===== config.mk =====
export PLATFORM = sky130hd
export DESIGN_NAME = fifo_ptr_ctrl
export DESIGN_NICKNAME = d
export VERILOG_FILES = /design/src/rtl/fifo_ptr_ctrl.sv
export SDC_FILE = /design/constraint.sdc
export NUM_CORES = 1
export LEC_CHECK = 0
export BUFFER_PORTS_ARGS = -buffer_cell sky130_fd_sc_hd__buf_2
export CAP_MARGIN = 40
export CORE_MARGIN = 5
export CORE_UTILIZATION = 50
export DETAILED_ROUTE_END_ITERATION = 6
export GPL_ROUTABILITY_DRIVEN = 0
export GPL_TIMING_DRIVEN = 0
export MAX_ROUTING_LAYER = met4
export PLACE_DENSITY = 0.77
export SLEW_MARGIN = 20
export SYNTH_ARGS = -nofsm -noshare
export SYNTH_HDL_FRONTEND = slang
export SYNTH_SLANG_ARGS = --single-unit

===== constraint.sdc =====
create_clock -name clk -period 2.26 [get_ports clk]
set_input_delay 0.113 -clock clk [delete_from_list [all_inputs] [get_ports clk]]
set_output_delay 0.113 -clock clk [all_outputs]
set_load 0.02 [all_outputs]

===== src/rtl/fifo_ptr_ctrl.sv =====
// fifo_ptr_ctrl: single-clock FIFO pointer/status controller for a
// synchronous-read dual-port RAM. It owns the binary write/read pointers,
// accepts or rejects pushes and pops, and keeps count/full/empty plus the
// Gray-coded pointers up to date.
// Optional feature macro: FIFO_ALMOST_FLAGS_EN adds registered
// almost_full/almost_empty flags driven by AF_LEVEL/AE_LEVEL.
module fifo_ptr_ctrl #(
  parameter int unsigned ADDR_W   = 3,
  parameter int unsigned AF_LEVEL = 6,
  parameter int unsigned AE_LEVEL = 2
) (
  input  logic              clk,
  input  logic              rst_n,
  input  logic              wr_en,
  input  logic              rd_en,
  output logic              mem_we,
  output logic [ADDR_W-1:0] mem_waddr,
  output logic              mem_re,
  output logic [ADDR_W-1:0] mem_raddr,
  output logic              rd_valid,
  output logic              full,
  output logic              empty,
  output logic [ADDR_W:0]   count,
  output logic [ADDR_W:0]   wptr_gray,
  output logic [ADDR_W:0]   rptr_gray,
`ifdef FIFO_ALMOST_FLAGS_EN
  output logic              almost_full,
  output logic              almost_empty,
`endif
  output logic              overflow,
  output logic              underflow
);

  localparam int unsigned PTR_W = ADDR_W + 1;
  localparam int unsigned DEPTH = 1 << ADDR_W;

  logic [PTR_W-1:0] wptr;
  logic [PTR_W-1:0] rptr;
  logic [PTR_W-1:0] wptr_next;
  logic [PTR_W-1:0] rptr_next;
  logic [PTR_W-1:0] count_next;
  logic [PTR_W-1:0] wgray_next;
  logic [PTR_W-1:0] rgray_next;
  logic             full_next;
  logic             empty_next;
  logic             push_ok;
  logic             pop_ok;

  // RAM strobes and addresses come straight from the registered flags/pointers
  assign push_ok   = wr_en & ~full;
  assign pop_ok    = rd_en & ~empty;
  assign mem_we    = push_ok;
  assign mem_re    = pop_ok;
  assign mem_waddr = wptr[ADDR_W-1:0];
  assign mem_raddr = rptr[ADDR_W-1:0];

  // Next-state pointers, occupancy, flags and Gray codes
  always_comb begin
    wptr_next  = wptr;
    rptr_next  = rptr;
    count_next = count;
    if (push_ok) begin
      wptr_next = wptr + PTR_W'(1);
    end
    if (pop_ok) begin
      rptr_next = rptr + PTR_W'(1);
    end
    count_next = count + PTR_W'(push_ok) - PTR_W'(pop_ok);
    full_next  = (count_next == PTR_W'(DEPTH));
    empty_next = (count_next == '0);
    wgray_next = wptr_next ^ (wptr_next >> 1);
    rgray_next = rptr_next ^ (rptr_next >> 1);
  end

  // State register; rejected requests only raise the error pulses
  always_ff @(posedge clk or negedge rst_n) begin
    if (!rst_n) begin
      wptr      <= '0;
      rptr      <= '0;
      count     <= '0;
      full      <= 1'b0;
      empty     <= 1'b1;
      wptr_gray <= '0;
      rptr_gray <= '0;
      rd_valid  <= 1'b0;
      overflow  <= 1'b0;
      underflow <= 1'b0;
    end else begin
      wptr      <= wptr_next;
      rptr      <= rptr_next;
      count     <= count_next;
      full      <= full_next;
      empty     <= empty_next;
      wptr_gray <= wgray_next;
      rptr_gray <= rgray_next;
      rd_valid  <= pop_ok;
      overflow  <= wr_en & full;
      underflow <= rd_en & empty;
    end
  end

`ifdef FIFO_ALMOST_FLAGS_EN
  localparam logic [PTR_W-1:0] AF_TH = PTR_W'(AF_LEVEL);
  localparam logic [PTR_W-1:0] AE_TH = PTR_W'(AE_LEVEL);

  // Threshold flags track the next-state occupancy like full/empty
  always_ff @(posedge clk or negedge rst_n) begin
    if (!rst_n) begin
      almost_full  <= 1'b0;
      almost_empty <= 1'b1;
    end else begin
      almost_full  <= (count_next >= AF_TH);
      almost_empty <= (count_next <= AE_TH);
    end
  end
`else
  // Thresholds have no function without the almost flags
  logic unused_levels;
  assign unused_levels = ^{AF_LEVEL, AE_LEVEL};
`endif

endmodule

======== After elaboration in Yosys (flattened, before gate mapping) ========
Cells that the tools add are included.
storage, ports and cells
  bits in registers ....................... 25
  output and inout bits ................... 25
operators by class
  add/subtract/negate cells ............... 4
  equal/unequal tests ..................... 1
  muxes and demuxes ....................... 2
  bitwise gates (word level) .............. 8
  reductions and logical operators ........ 1
operators by type and width
  operator             count
  $add 4x1->4 const B  2
  $mux 4               2
  $xor 4x3->4          2
  $add 4x1->4          1
  $and 1x1->1          4
  $eq 4x4->1 const B   1
  $logic_not 4->1      1
  $sub 4x1->4          1
  $not 1->1            2

======== Depth between registers and ports, before layout ========
Gate-level depths: netlist of run 1.
  word-level depth ........................ 5
  gate-level depth with buffers ........... 10

======== Worst setup path before layout of run 1 ========
Ideal clock, no wire load.
  kind .................................... reg-to-reg
  start point ............................. register empty
  end point ............................... register full
  setup time .............................. 0.068 ns
  data arrival time ....................... 2.066 ns
  setup slack ............................. 0.126 ns
  cell stages (with the launch flop) ...... 11
  buffers on the path ..................... 0
  period minus slack after synthesis ...... 2.134 ns
  cells stage by stage .................... dfstp_2 nand2b_4 inv_2 nand2b_1 nand2_1 ha_1 inv_1 fa_1 inv_1 or3_4 nor2b_4
on the way
  cells in the longest elaborated chain, start to end .. 4
ends and longest elaborated chain
  item                    line  source
  from (decl)             22    output logic empty,
  from (signal assigned)  93    empty <= empty_next;
  $not 1->1               51    assign pop_ok = rd_en & ~empty;
  $and 1x1->1             51
  via mem_re              18    output logic mem_re,
  $sub 4x1->4             68    count_next = count + PTR_W'(push_ok) - PTR_W'(pop_ok);
  via count_next[1]       41    logic [PTR_W-1:0] count_next;
  $eq 4x4->1              69    full_next = (count_next == PTR_W'(DEPTH));
  via full_next           44    logic full_next;
  to (signal assigned)    92    full <= full_next;
  to (decl)               21    output logic full,
The timed path passes the listed nets, and every way through them passes these cells.

======== Final worst setup path of run 1 ========
  start point ............................. register empty
  end point ............................... register full
on the way
  cells in the longest elaborated chain, start to end .. 4
ends and longest elaborated chain
  item               line
  $not 1->1          51
  $and 1x1->1        51
  $sub 4x1->4        68
  via count_next[1]  41
  $eq 4x4->1         69
  via full_next      44
The timed path passes the listed nets, and every way through them passes these cells.

==> key figures, run 1 <==
STA
  • Pins Over Slew Limit: 0
  • Clock skew: about 0.011 ns
  • Setup violators final: 0
  • Min Tclk post-route: 2.154 ns
  • Fmax: roughly 460 MHz
  • Worst Tran Pin Value: 0.4788 ns
  • Setup ws final: about 0.11 ns
  • Crit share post-route: 0.9532
  • Max-slew headroom: 0.6808
  • Final hold violations: 0

GRT
  • Initial antenna violation count: 0
  • Gr ovfl total: 0
  • First-pass GRT wire length: just over 3000 um
  • Largest net degree at the start of global routing: 24
  • Vias in the first global route: 718
  • GRT Total Usage: 0.1285

Detailed routing
  • DR WL/cell: 11.34 um
  • DRC: 0
  • Vias: 715
  • Initial DRC Count: 1
  • Total wire length: 1701 um
  • Drt via density: 4.767
  • Initial DRT Pass Iterations: 2
  • Antenna-violating nets left: 0

Clock network
  • CTS H-Tree Depth: 1
  • Worst-Skew Late Latency: 0.30 ns
  • Clock Path Buffers: 2
  • Root Buffer Master: clkbuf_4
  • Inserted Clock Buffers: 3
  • CTS tree: done
  • Clk sink count: 23
  • Clk slew on worst S/H paths: 0.12 ns

Worst setup path
  • CP peak stage delay: 0.56 ns
  • Critical-path cell list: nand2b_4 -> nand2_1 -> nand2_1 -> ha_2 -> inv_1 -> fa_1 -> inv_1 -> or3_4 -> nor2b_4
  • Crit path kind: reg2reg
  • Top delay family on crit path: simple AND/OR/NAND/NOR gates
  • CP max FO: 3
  • Worst EP required: 2.50 ns
  • CP bufs+invs: 2
  • Arr. time, crit path: 2.39 ns
  • Worst setup path startpoint: empty$_DFF_PN1_
  • CP Launch Type: flip-flop
  • Slowest library cell on the worst path: dfstp_2
  • Critical R2R Launch: empty$_DFF_PN1_
  • CP endpoint kind: flip-flop

Final layout
  • Post-route insts no fill: 150
  • Multi-input gate area in the final layout: 454.2 um2
  • Fin area: 1279 um2
  • Layout cell share with drive strength beyond 1: 0.3415
  • NumNets Final: 134
  • Antenna cells: 0
  • Number of fill cells: 191
  • P&R area growth vs syn: 21.52%
  • Seq. cell area: just under 600 um2

Synth
  • Area leader, netlist: dfrtp_1
  • Syn nets: ~100
  • Synth area leaders: dfrtp_1 (52%), xnor2_1 (11%), ha_1 (5.9%)
  • Mean Syn Cell Area: roughly 12 um2
  • Synth Instances: 89
  • Syn. warnings: 0
  • Post-synth top area share: 0.5232
  • Sequential fraction of the synthesis area: 0.5482
  • Post-synth EDFFs: 0
  • Ys async rst share: 1.000
  • Primary FF master, synth: dfrtp_1
  • Post-synthesis cell type count: 21
  • Syn Std Cell Area: 1052 um2
  • Seq cells post-synth: 23

Place
  • Cell Area, Placed: 1226 um2
  • Port bufs: 28
  • Placed cells: 144
  • Place WS: 0.09182 ns
  • DP HPWL: between 1000 and 1500 um

Die
  • Die Height: ~56 um
  • Starting density of the core: 0.5309
  • DIE WIDTH: ~56 um
  • Placeable core area: 1982 um2
  • Num rows: 16
  • IO Count: 29
  • Die footprint: about 3100 um2

Job
  • MaxCap Viol Count: 0

Min path
  • Worst min path class: in2reg
  • HP Start: rd_en

Power and ir drop
  • Power Dens Cells: between 1500 and 2000 nW/um2
  • IR Drop Worst-Case VDD: 0.0008743 V
  • Cell leakage power: 0.6496 nW

Outcome
  • Outcome: finished clean
==> path summary, 6_finish.rpt <==
| path | cells past startpoint | slack, ns | to |
|---|---|---|---|
| max reg2reg | 9 | 0.11 | full$_DFF_PN0_ |
| max | 9 | 0.11 | full$_DFF_PN0_ |
| max in group asynchronous | 2 | 1.61 | empty$_DFF_PN1_ |
| min | 2 | 0.08 | underflow$_DFF_PN0_ |
| min reg2reg | 1 | 0.52 | wptr_gray[2]$_DFF_PN0_ |
| min in group asynchronous | 2 | 0.29 | count[2]$_DFF_PN0_ |
==> power breakdown <==
group          internal, mW  switching [mW]
logic                 0.536           0.667
clock network        0.0658           0.112
registers             0.603           0.156
total                  1.20           0.935
==> worst register-to-register path: cells and delay by family, from the launching register on <==
kind	cells	cell delay, ns
adders and majority gates	2	0.65
and+or+nand+nor	5	0.79
buffers and inverters	2	0.10
DFF	1	0.56
==> synth_stat cells (2+ instances only) <==
library cell and number:
nand2_1 14, o21ai_0 2, nand2b_4 2, xnor2_1 13, inv_2 2, and2_1 2
dfrtp_1 22, nand4_1 2, inv_1 5, xor2_1 4, ha_1 5, mux2i_1 2
o21a_1 2, a21oi_1 5
==> through the flow <==
step / total power, mW / TNS [ns] / hold WS (ns) / utilization
global route: 2.330 / -0.03724 / 0.07442 / 0.6452
CTS: 2.157 / 0 / 0.07339 / 0.6376
global placement: 1.919 / 0 / 0.1091 / 0.6187
floorplan: 1.652 / 0 / -0.1826 / -
detailed placement: 1.975 / 0 / 0.1085 / 0.6187
finish: 2.140 / 0 / 0.08021 / 0.6452
==> layer usage <==
layer,vias to the layer above,part of all wire,GRT usage
met3,2,0.052,0.02552
met1,343,0.40,0.1466
met4,0,0.011,0.05085
met5,-,0,-
li1,357,-,-
met2,13,0.54,0.2213
==> cell families (layout without fill, tap and decap cells) <==
kind of cell,Yosys count,after routing,synth area share
adders and majority gates,6,6,0.07848
xor gates and xnor gates,17,17,0.1415
DFF,23,23,0.5482
AOI/OAI and AO/OA,10,10,0.05469
muxes,2,2,0.01903
buffers and inverters,7,41,0.02497
and+or+nand+nor,24,24,0.1332
==> flip-flops by register name, indices dropped and copies added (netlist names) <==
signal	count
rptr_gray	3
underflow	1
overflow	1
rd_valid	1
rptr	4
wptr	4
empty	1
count	4
full	1
wptr_gray	3
==> area by class of cell <==
type	count	share of cell area
Sequential cell	23	0.4511
Multi-Input combinational cell	59	0.3552
Timing Repair Buffer	30	0.1233
Tap cell	27	0.02642
Inverter	7	0.02250
Clock buffer	3	0.01761
Clock inverter	1	0.003914
==> cells in the final DEF (no fill, tap or decap), types with 2 or more instances in the layout <==
master,n
buf_2,28
nand2b_4,2
nand4_1,2
ha_1,4
inv_1,5
a21oi_1,5
o21a_1,2
and2_1,2
nand2_1,14
dfrtp_1,22
xor2_1,4
clkbuf_4,3
mux2i_1,2
o21ai_0,2
xnor2_1,13
==> timing repair <==
| action | in CTS | in global routing |
|---|---|---|
| setup buffers | 0 | 1 |
| setup endpoints to repair | 0 | 2 |
| hold endpoints to repair | 22 | 0 |
| hold buffers | 1 | 0 |
| resized for setup | 0 | 3 |
No activity file was read; power rests on OpenSTA's default activity.
==> inputs of run 2 (changes only) <==
==> constraint.sdc (replaced) <==
create_clock -name clk -period 2.26 [get_ports clk]
set_input_delay 0.452 -clock clk [delete_from_list [all_inputs] [get_ports clk]]
set_output_delay 0.452 -clock clk [all_outputs]
set_load 0.02 [all_outputs]
==> run 2 against run 1 <==
Global-route usage down 0.050 points. Sequential cell count unchanged. Combinational power about the same. Largest cell class unchanged. Largest power group unchanged.
==> key figures, run 2 (same netlist as run 1, synthesis figures left out) <==
Power and ir drop
  • Power Dens Cells: 1688 nW/um2
  • Clk network pwr share: 0.083
  • Net Sw Frac: 0.4378
  • Pint: around 1.2 mW
  • IR Drop Worst-Case VDD: 0.0008748 V
  • P_sw: 0.9374 mW
  • Cell leakage power: 0.6454 nW
  • Sequential power share: 0.355
  • Total Power: 2.141 mW
  • Combinational group share of total power: 0.562

Clock network
  • Hold-fix buffers, CTS: 0
  • Root Buffer Master: clkbuf_4
  • CTS H-Tree Depth: 1
  • CTS tree: done
  • Clock Path Buffers: 2
  • Clk sink count: 23
  • Clk slew on worst S/H paths: between 0.1 and 0.15 ns
  • Inserted Clock Buffers: 3
  • Worst-Skew Late Latency: ~0.3 ns

Final layout
  • Most frequent cells in the layout: buf_2 (28), dfrtp_1 (22), nand2_1 (14), xnor2_1 (13)
  • Most common cell after layout, fill and taps aside: buf_2
  • Final Core Density: 0.6402
  • NumNets Final: 133
  • Regs by FF count: count (4), rptr (4), wptr (4)
  • Layout cell share with drive strength beyond 1: 0.3443
  • P&R area growth vs syn: 20.57%
  • Antenna cells: 0
  • Post-route insts no fill: 149

Worst setup path
  • CP max FO: 3
  • Critical-path cell list: nand2b_4 -> nand2_1 -> nand2_1 -> ha_2 -> inv_1 -> fa_1 -> inv_1 -> or3_4 -> nor2b_4
  • Reg2reg setup slack: 0.10 ns
  • CP Launch Type: flip-flop
  • Worst EP required: 2.50 ns
  • Top delay family on crit path: simple AND/OR/NAND/NOR gates
  • Crit path kind: reg2reg
  • Worst setup path startpoint: empty$_DFF_PN1_
  • Critical R2R Launch: empty$_DFF_PN1_
  • Arr. time, crit path: 2.39 ns
  • CP peak stage delay: 0.56 ns
  • CP bufs+invs: 2
  • CP endpoint kind: flip-flop
  • Slowest library cell on the worst path: dfstp_2

STA
  • Fmax: ~460 MHz
  • Worst Tran Pin Value: 0.4782 ns
  • Setup ws final: slightly above 0.1 ns
  • Clock skew: 0.01064 ns
  • Pins Over Slew Limit: 0
  • Final hold slack: between 0.08 and 0.09 ns
  • Crit share post-route: 0.9543
  • Final hold violations: 0
  • Min Tclk post-route: 2.157 ns
  • Setup violators final: 0
  • Max-slew headroom: 0.6812

Place
  • Place WS: -0.04078 ns
  • DP HPWL: 1365 um
  • Placed cells: 144
  • Port bufs: 28

Detailed routing
  • Vias: 712
  • Drt via density: 4.779
  • Initial DRC Count: 1
  • DRC: 0
  • DR WL/cell: roughly 11 um
  • Initial DRT Pass Iterations: 2
  • Total wire length: around 1700 um
  • Antenna-violating nets left: 0

GRT
  • GRT Total Usage: 0.1280
  • First-pass GRT wire length: ~3100 um
  • Initial antenna violation count: 0
  • Largest net degree at the start of global routing: 24
  • Vias in the first global route: 724
  • Gr ovfl total: 0

Min path
  • Worst min path class: in2async

Die
  • IO Count: 29
  • DIE WIDTH: 55.88 um
  • Num rows: 16
  • Starting density of the core: 0.5309
  • Die Height: 55.88 um
  • Die footprint: between 3000 and 4000 um2
  • Placeable core area: 1982 um2

Outcome
  • Outcome: finished clean

Job
  • MaxCap Viol Count: 0
==> run 2: worst paths after layout <==
kind                                               end  cells past startpoint
worst max register to register          full$_DFF_PN0_                      9
min in group clk                    overflow$_DFF_PN0_                      2
worst min-delay path                count[2]$_DFF_PN0_                      1
worst min register to register  wptr_gray[2]$_DFF_PN0_                      1
max in group asynchronous              empty$_DFF_PN1_                      1
worst max-delay path                    full$_DFF_PN0_                      9
==> run 2: per-stage QoR <==
| step | area (um2) | TNS [ns] |
|---|---|---|
| after floorplan | 1052 | 0 |
| after global placement | 1226 | 0 |
| after detailed placement | 1226 | -0.07087 |
| after CTS | 1254 | 0 |
| after global routing | 1269 | -0.03828 |
| final | 1269 | 0 |
==> run 2: what timing repair did <==
item / 4_1_cts / 5_1_grt
endpoints found under the setup margin: 0 / 2
resized for setup: 0 / 3
hold endpoints to repair: 0 / 0
setup buffers: 0 / 1
==> run 2: area by class of cell <==
| class | instances | area (um2) |
|---|---|---|
| multi-input cells | 59 | 454.2 |
| clock buffers | 3 | 22.52 |
| inverters | 7 | 28.78 |
| fillers | 193 | 713.2 |
| flip-flops and latches | 23 | 576.8 |
| clock inverters | 1 | 5.005 |
| repair buffers | 29 | 147.6 |
| well taps | 27 | 33.78 |
==> run 2: power groups by stage <==
stage / Combinational [mW] / Clock [mW] / Sequential, mW
final: 1.20 / 0.178 / 0.760
after global routing: 1.33 / 0.205 / 0.790
after CTS: 1.21 / 0.186 / 0.764
after detailed placement: 1.20 / 0 / 0.773
after global placement: 1.16 / 0 / 0.761
after floorplan: 0.672 / 0 / 0.980
==> run 2: worst register-to-register path, cell delays in order (launching register included) <==
cell      delay [ns]
dfstp_2         0.56
nand2b_4        0.14
nand2_1         0.06
nand2_1         0.07
ha_2            0.18
inv_1           0.05
fa_1            0.47
inv_1           0.05
or3_4           0.41
nor2b_4         0.11
==> run 2: layer usage <==
| layer | wire (um) | up-vias | GRT usage | part of all wire |
|---|---|---|---|---|
| li1 | - | 355 | - | - |
| met1 | 679 | 342 | 0.1437 | 0.40 |
| met2 | 913 | 13 | 0.2213 | 0.54 |
| met3 | 88 | 2 | 0.02552 | 0.052 |
| met4 | 18 | 0 | 0.05424 | 0.011 |
| met5 | 0 | - | - | 0 |
